==> src/rtl/uart_sched_pkg.sv <==
// Shared types and helpers for the UART transmit scheduler.
// Holds the FSM state encoding and the packing of a UART bus write word.
package uart_sched_pkg;

  typedef enum logic [1:0] {
    IDLE,
    POLL,
    WRITE,
    SETTLE
  } state_t;

  localparam int UART_BUSY_BIT = 0;
  localparam int UART_RATE_LSB = 8;

  // Write word layout seen by the UART: baud increment above the data byte.
  function automatic logic [31:0] uart_word(input logic [23:0] rate, input logic [7:0] data);
    return ({8'h00, rate} << UART_RATE_LSB) | {24'h000000, data};
  endfunction

endpackage

==> src/rtl/uart_tx_scheduler_rr_arbiter.sv <==
// Combinational round-robin arbiter: searches from ptr+1 upward, wrapping,
// over the requests optionally restricted by a mask.
module rr_arbiter #(
  parameter int N  = 2,
  parameter int IW = (N > 1) ? $clog2(N) : 1
) (
  input  logic [N-1:0]  req,
  input  logic [IW-1:0] ptr,
  input  logic          mask_en,
  input  logic [N-1:0]  mask,
  output logic [N-1:0]  grant,
  output logic [IW-1:0] idx,
  output logic          any
);

  logic [N-1:0]  eligible;
  logic [IW-1:0] pos;

  assign eligible = mask_en ? (req & mask) : req;

  always_comb begin
    grant = '0;
    idx   = '0;
    any   = 1'b0;
    pos   = '0;
    for (int k = 1; k <= N; k++) begin
      pos = IW'((int'(ptr) + k) % N);
      if (!any && eligible[pos]) begin
        any        = 1'b1;
        grant[pos] = 1'b1;
        idx        = pos;
      end
    end
  end

endmodule

==> src/rtl/uart_tx_scheduler.sv <==
// Shares one UART transmitter between NREQ byte-stream requesters with
// round-robin arbitration and a per-message lock so lines never interleave.
module uart_tx_scheduler
  import uart_sched_pkg::*;
#(
  parameter int          NREQ         = 2,
  parameter logic [23:0] DEFAULT_RATE = 24'h00C9,
  parameter int          LOCK_TIMEOUT = 1023
) (
  input  logic              sys_clk_i,
  input  logic              sys_rst_i,
  input  logic [NREQ-1:0]   req_valid_i,
  input  logic [8*NREQ-1:0] req_data_i,
  input  logic [NREQ-1:0]   req_last_i,
  output logic [NREQ-1:0]   req_ready_o,
  input  logic [23:0]       rate_i,
  output logic              uart_stb_o,
  output logic              uart_wea_o,
  output logic [31:0]       uart_dat_o,
  input  logic              uart_ack_i,
  input  logic [31:0]       uart_dat_i,
  output logic [NREQ-1:0]   grant_o,
  output logic              locked_o
);

  localparam int IW = (NREQ > 1) ? $clog2(NREQ) : 1;
  localparam int CW = (LOCK_TIMEOUT > 0) ? $clog2(LOCK_TIMEOUT + 1) : 1;

  state_t        state_reg;
  logic [IW-1:0] ptr_reg;
  logic [IW-1:0] owner_reg;
  logic [7:0]    byte_reg;
  logic          lock_reg;
  logic [CW-1:0] cnt_reg;

  logic [7:0]      req_bytes [NREQ];
  logic [NREQ-1:0] owner_hot;
  logic [NREQ-1:0] arb_grant;
  logic [IW-1:0]   arb_idx;
  logic            arb_any;
  logic            win;
  logic            owner_valid;
  logic [23:0]     rate_eff;
  logic            busy;
  logic            status_unused;

  genvar gi;
  generate
    for (gi = 0; gi < NREQ; gi++) begin : g_req
      assign req_bytes[gi] = req_data_i[8*gi +: 8];
      assign owner_hot[gi] = (owner_reg == IW'(gi));
    end
  endgenerate

  // While locked, only the message owner may be granted.
  rr_arbiter #(.N(NREQ), .IW(IW)) u_arb (
    .req     (req_valid_i),
    .ptr     (ptr_reg),
    .mask_en (lock_reg),
    .mask    (owner_hot),
    .grant   (arb_grant),
    .idx     (arb_idx),
    .any     (arb_any)
  );

  assign busy          = uart_dat_i[UART_BUSY_BIT];
  assign status_unused = ^uart_dat_i[31:1];
  assign win           = (state_reg == IDLE) && arb_any && !sys_rst_i;
  assign owner_valid   = (state_reg != IDLE) || lock_reg;
  assign rate_eff      = (rate_i == 24'd0) ? DEFAULT_RATE : rate_i;

  assign req_ready_o = win ? arb_grant : '0;
  assign grant_o     = owner_valid ? owner_hot : '0;
  assign locked_o    = lock_reg;
  assign uart_stb_o  = (state_reg == POLL) || (state_reg == WRITE);
  assign uart_wea_o  = (state_reg == WRITE);
  assign uart_dat_o  = (state_reg == WRITE) ? uart_word(rate_eff, byte_reg) : 32'd0;

  always_ff @(posedge sys_clk_i) begin
    if (sys_rst_i) begin
      state_reg <= IDLE;
      ptr_reg   <= IW'(NREQ - 1);
      owner_reg <= '0;
      byte_reg  <= '0;
      lock_reg  <= 1'b0;
      cnt_reg   <= '0;
    end else begin
      case (state_reg)
        IDLE: begin
          if (win) begin
            byte_reg  <= req_bytes[arb_idx];
            owner_reg <= arb_idx;
            ptr_reg   <= arb_idx;
            lock_reg  <= !req_last_i[arb_idx];
            cnt_reg   <= '0;
            state_reg <= POLL;
          end else if (lock_reg && !req_valid_i[owner_reg]) begin
            // An owner that goes quiet mid-message must not block the UART forever.
            if (cnt_reg == CW'(LOCK_TIMEOUT)) begin
              lock_reg <= 1'b0;
              cnt_reg  <= '0;
            end else begin
              cnt_reg <= cnt_reg + 1'b1;
            end
          end
        end
        POLL: begin
          if (uart_ack_i && !busy) state_reg <= WRITE;
        end
        WRITE: begin
          if (uart_ack_i) state_reg <= SETTLE;
        end
        SETTLE: begin
          // UART busy is registered; give it a cycle to rise before polling again.
          state_reg <= IDLE;
        end
        default: state_reg <= IDLE;
      endcase
    end
  end

endmodule

==> config.mk <==
export PLATFORM = sky130hd
export DESIGN_NAME = uart_tx_scheduler
export DESIGN_NICKNAME = d
export VERILOG_FILES = /design/src/rtl/uart_sched_pkg.sv /design/src/rtl/uart_tx_scheduler_rr_arbiter.sv /design/src/rtl/uart_tx_scheduler.sv
export SDC_FILE = /design/constraint.sdc
export NUM_CORES = 1
export LEC_CHECK = 0
export CORE_ASPECT_RATIO = 1.1
export CORE_MARGIN = 2
export CORE_UTILIZATION = 35
export DETAILED_ROUTE_END_ITERATION = 6
export PLACE_DENSITY = 0.95
export SYNTH_ARGS = -nofsm -noshare
export SYNTH_HDL_FRONTEND = slang
export SYNTH_SLANG_ARGS = --single-unit
==> constraint.sdc <==
create_clock -name sys_clk_i -period 3.96 [get_ports sys_clk_i]
set_input_delay 0.396 -clock sys_clk_i [delete_from_list [all_inputs] [get_ports sys_clk_i]]
set_output_delay 0.396 -clock sys_clk_i [all_outputs]
set_load 0.01 [all_outputs]
Word level (Yosys, flattened, before mapping). Cells that the tools add are included.

Output and inout bits: 39. Register bits after elaboration: 23.

Equality and inequality tests: 7. $add $sub $neg: 3. Reductions and logical operators: 23. Order comparisons: 7. Bitwise operators: 5. Muxes and demuxes: 36.

Operators with widths (number): 32-bit 2-to-1 mux (1); 32-bit by 8-bit bitwise OR with 32-bit output (1); 10-bit 2-to-1 mux (3); 24-bit logical NOT (1); 24-bit 2-to-1 mux (1); 8-bit 2-to-1 mux (3); 1-bit 2-to-1 mux (17); 2-bit 2-to-1 mux (8); 10-bit by 1-bit adder with 10-bit output (second input constant) (1); 10-bit == test (second input constant) (1); 1-bit by 2-bit less-than comparator with 1-bit output (second input constant) (4); 2-bit case mux with 4 select lines (1); 1-bit logical AND (7); 3-bit AND reduction (2); 2-bit nonzero test (3); 1-bit logical NOT (5); 2-bit == test (second input constant) (2); 2-bit by 1-bit != test with 1-bit output (second input constant) (2); 2-bit AND reduction (2); 1-bit adder (second input constant) (2); 2-bit bitwise AND (1); 1-bit demux with 1-bit select (2); 2-bit by 1-bit == test with 1-bit output (second input constant) (1); 1-bit >= comparator (second input constant) (2); 7 further kinds (8).

Depth between registers and ports, before layout.
Depth after elaboration: 13. Gate-level depth with buffers: 7. Depth with buffers taken out: 6.

Hierarchy. From an unflattened synthesis, not the netlist that was laid out.

Cell total of the unflattened synthesis: 185. Area total of the unflattened synthesis: 1496.4 µm².

Modules (own cells, without submodules): uart_tx_scheduler (cells an instance 178, area each 1435.1 µm², instances 1); rr_arbiter (cells an instance 7, area each 61.3 µm², instances 1).

Worst setup path before layout. OpenSTA, ideal clock, no wires.

Path kind: register -> output. From: reg state_reg[1]. To: out req_ready_o[1]. Cell stages (with the launch flop): 6. Arrival: 1405 ps. Required time: 3564 ps. Slack: 2159 ps. Cells stage by stage: dfxtp_1 -> inv_1 -> ha_1 -> o21ai_0 -> a211o_1 -> nor2_1.

Longest elaborated chain between the ends: 4.

RTL lines: start: declaration (RTL line uart_tx_scheduler.sv:29) `state_t state_reg;`; start signal: assignment (RTL line uart_tx_scheduler.sv:81) `state_reg <= IDLE;`; start signal: assignment (RTL line uart_tx_scheduler.sv:96) `state_reg <= POLL;`; start signal: assignment (RTL line uart_tx_scheduler.sv:108) `if (uart_ack_i && !busy) state_reg <= WRITE;`; 2-bit logical NOT (RTL line uart_tx_scheduler.sv:68) `assign win = (state_reg == IDLE) && arb_any && !sys_rst_i;`; 1-bit logical AND (2 in a row) (RTL line uart_tx_scheduler.sv:68); 2-bit 2-to-1 mux (RTL line uart_tx_scheduler.sv:72) `assign req_ready_o = win ? arb_grant : '0;`; end: declaration (RTL line uart_tx_scheduler.sv:15) `output logic [NREQ-1:0] req_ready_o,`.

No other way between the ends.

Worst setup path after layout.
From: reg state_reg[0]. To: out req_ready_o[0].

Same word-level chain as after synthesis.

==> results.md <==
* Outcome: finished, final reports clean
* Synthesized cell area at 1453 um^2
* Worst slew pin tran at 0.9317 ns
* Synth unique cells at 44
* Number of synthesized flops with an enable pin at 0
* Worst-path cell chain: inv_1 > ha_1 > o21ai_0 > a211o_1 > nor2_4 > clkdlybuf4s50_1
* Drt wl/cell at 14.57 um
* Fillers at 339
* Clock Tree Root: clkbuf_8
* Final hold violation count at 0
* Post CTS Setup Buffer Count at 0
* Critical path class: reg -> out
* Synth Register Bits at 23
* Post-synthesis mux area share at 3.790%
* Largest register FFs at 10
* DP HPWL at 3592 um
* Die ar. at 4682 um^2
* Synth Warn # at 0
* Die height at 71.57 um
* Avg Cell Area, Syn at 8.301 um^2
* Worst Skew at 0.002538 ns
* # IOs at 118
* N_diodes at 0
* CTS buffer count at 3
* Slowest CP cell: clkdlybuf4s50_1
* Max Cap Viol at 0
* Arr. time, crit path at 2.43 ns
* Synth Area in Adders at 3.445%
* Worst-path fanout max at 8
* Post-route setup TNS at 0 ns
* Slew headroom at 37.88%
* Nets@finish at 342
* CP Capture Type: output pin
* Worst Setup Start Kind: flip-flop
* Largest net degree at the start of global routing at 36
* Top_reg_cell synth: dfxtp_1
* Sequential share of the synthesized area at 31.70%
* Post-Syn Instances at 175
* Skew-Pair Late Insertion Delay at 0.27 ns
* Chip width at 65.43 um
* Placement Setup Slack at 1.170 ns
* RSZ-0062 raised after global routing: false
* Starting density of the core at 36.65%
* WL final at 4517 um
* CP peak stage delay at 0.57 ns
* DR vias at 1,656
* Largest family of logic cells by synthesized area: simple AND/OR/NAND/NOR gates
* LEAKAGE at 0.8773 nW
* XOR/XNOR Fraction of Synth Area at 0.6029%
* Synth async-reset ratio at 0%
* Compound-Gate Fraction of Synth Area at 24.89%
* Antenna violations before repair at 0
* Fin crit period at 2.829 ns
* Fmax at 0.3535 GHz
* CTS tree: done
* Clk sinks at 23
* P&R area growth vs syn at 64.94%
* Starting DRT DRC Count at 68
* H-tree Lvls at 1
* Fin worst setup slack at 1.131 ns
* Drt drc at 0
* Port-buffer cells at 86
* Overflow after GRT at 0
* First-pass GRT wire length at 7507 um
* Share of layout cells above drive strength 1 at 3.876%
* Hold Buf Count CTS at 0
* Post-CTS sizing at 0
* Peak VDD IR at 0.1704 mV
* Routed vias/inst at 5.342
* Synthesized Nets at 258
* Buf/Inv on CP at 2
* Final Setup Violations at 0
* Maximum clock insertion buffer count at 2
* CP Data Required Time at 3.56 ns
* Post-Synth Simple-Gate Area at 32.04%
* Vias in the first global route at 1,647
* Site Rows at 24
* Core Footprint at 3964 um^2
* Clk slew on worst S/H paths at 0.08 ns
* Pwr/cell area at 408.5 nW/um^2
* Final period util at 71.44%
* Min-Delay Path Class: reg -> reg
* Gpl congestion at 0.8009
* Final Util at 60.45%
* Antenna-violating nets left at 0
* All-Layer GR Usage at 19.95%
* Final Max Slew Viols at 0
* Crit-path leading delay family: buffers and inverters
* Drt pass-1 iters at 4
cell families after synthesis:
kind of cell / after synthesis
AND/OR/NAND/NOR: 81
multiplexers: 5
buffers and inverters: 13
adder cells (fa/ha/maj): 4
AO/OA/AOI/OAI: 48
XOR/XNOR: 1
flip-flops: 23
area by class of cell:
class	count	area, um^2	share of cell area, %
Tap cell	52	65.06	2.715
Inverter	6	22.52	0.9399
Multi-Input combinational cell	139	940.9	39.27
Timing Repair Buffer	86	860.8	35.93
Clock inverter	1	5.005	0.2089
Sequential cell	23	460.4	19.22
Clock buffer	3	41.29	1.723
layout by cell type (no fill, tap or decap), drive strengths merged, types with 4 or more instances in the layout:
cell           count
clkdlybuf4s50     86
o21ai              5
and3               5
a221o              5
nor3               4
or3                5
nand2              5
and2              29
mux2i              4
a21oi             10
nand3              6
ha                 4
inv                6
nor4               6
nor2              12
o21a               5
dfxtp             23
cell usage after synthesis, types with 2 or more instances:
| library cell | count | area, um^2 |
|---|---|---|
| and2_1 | 29 | 181.4 |
| dfxtp_1 | 23 | 460.4 |
| nor2_1 | 11 | 41.29 |
| a21oi_1 | 10 | 50.05 |
| inv_1 | 6 | 22.52 |
| nand3_1 | 6 | 30.03 |
| nor4_1 | 6 | 37.54 |
| a221o_1 | 5 | 50.05 |
| and3_1 | 5 | 31.28 |
| clkbuf_1 | 5 | 18.77 |
| nand2_1 | 5 | 18.77 |
| o21a_1 | 5 | 37.54 |
| or3_1 | 5 | 31.28 |
| ha_1 | 4 | 50.05 |
| mux2i_1 | 4 | 40.04 |
| nor3_1 | 4 | 20.02 |
| o21ai_0 | 4 | 20.02 |
| a211o_1 | 3 | 26.28 |
| nand4_1 | 3 | 18.77 |
| o2bb2ai_1 | 3 | 26.28 |
| a211oi_1 | 2 | 15.01 |
| a21boi_0 | 2 | 15.01 |
| buf_2 | 2 | 10.01 |
| nand2b_1 | 2 | 12.51 |
| o31ai_1 | 2 | 15.01 |
routing by layer:
layer / GRT usage [%] / wire length [um]
met1: 21.51 / 1767
met2: 37.19 / 2240
met3: 6.436 / 414
met4: 5.093 / 95
met5: 0 / 0
metrics by stage:
step | power [mW] | area, um^2 | cells | hold WS (ns)
CTS | 0.9842 | 2396 | 310 | 0.4682
finish | 0.9788 | 2396 | 310 | 0.4663
detailed placement | 0.8389 | 2350 | 306 | 0.4427
global placement | 0.8260 | 2350 | 306 | 0.4389
global route | 1.049 | 2396 | 310 | 0.4955
floorplan | 0.5961 | 1453 | 175 | 0.4242
final timing paths:
kind / cells past startpoint / startpoint / endpoint / slack (ns)
max: 6 / state_reg[0] / req_ready_o[0] / 1.13
max reg2reg: 6 / state_reg[0] / cnt_reg[4] / 1.87
min reg2reg: 1 / byte_reg[2] / byte_reg[2] / 0.47
min: 1 / byte_reg[2] / byte_reg[2] / 0.47
power by group:
| part | switching [mW] | leakage [nW] | internal (mW) | total [mW] |
|---|---|---|---|---|
| clock | 0.0750 | 0.0255 | 0.0703 | 0.145 |
| sequential | 0.0296 | 0.188 | 0.272 | 0.302 |
| combinational | 0.257 | 0.664 | 0.274 | 0.531 |
| total | 0.362 | 0.877 | 0.617 | 0.979 |
No activity file was read; power rests on OpenSTA's default activity.
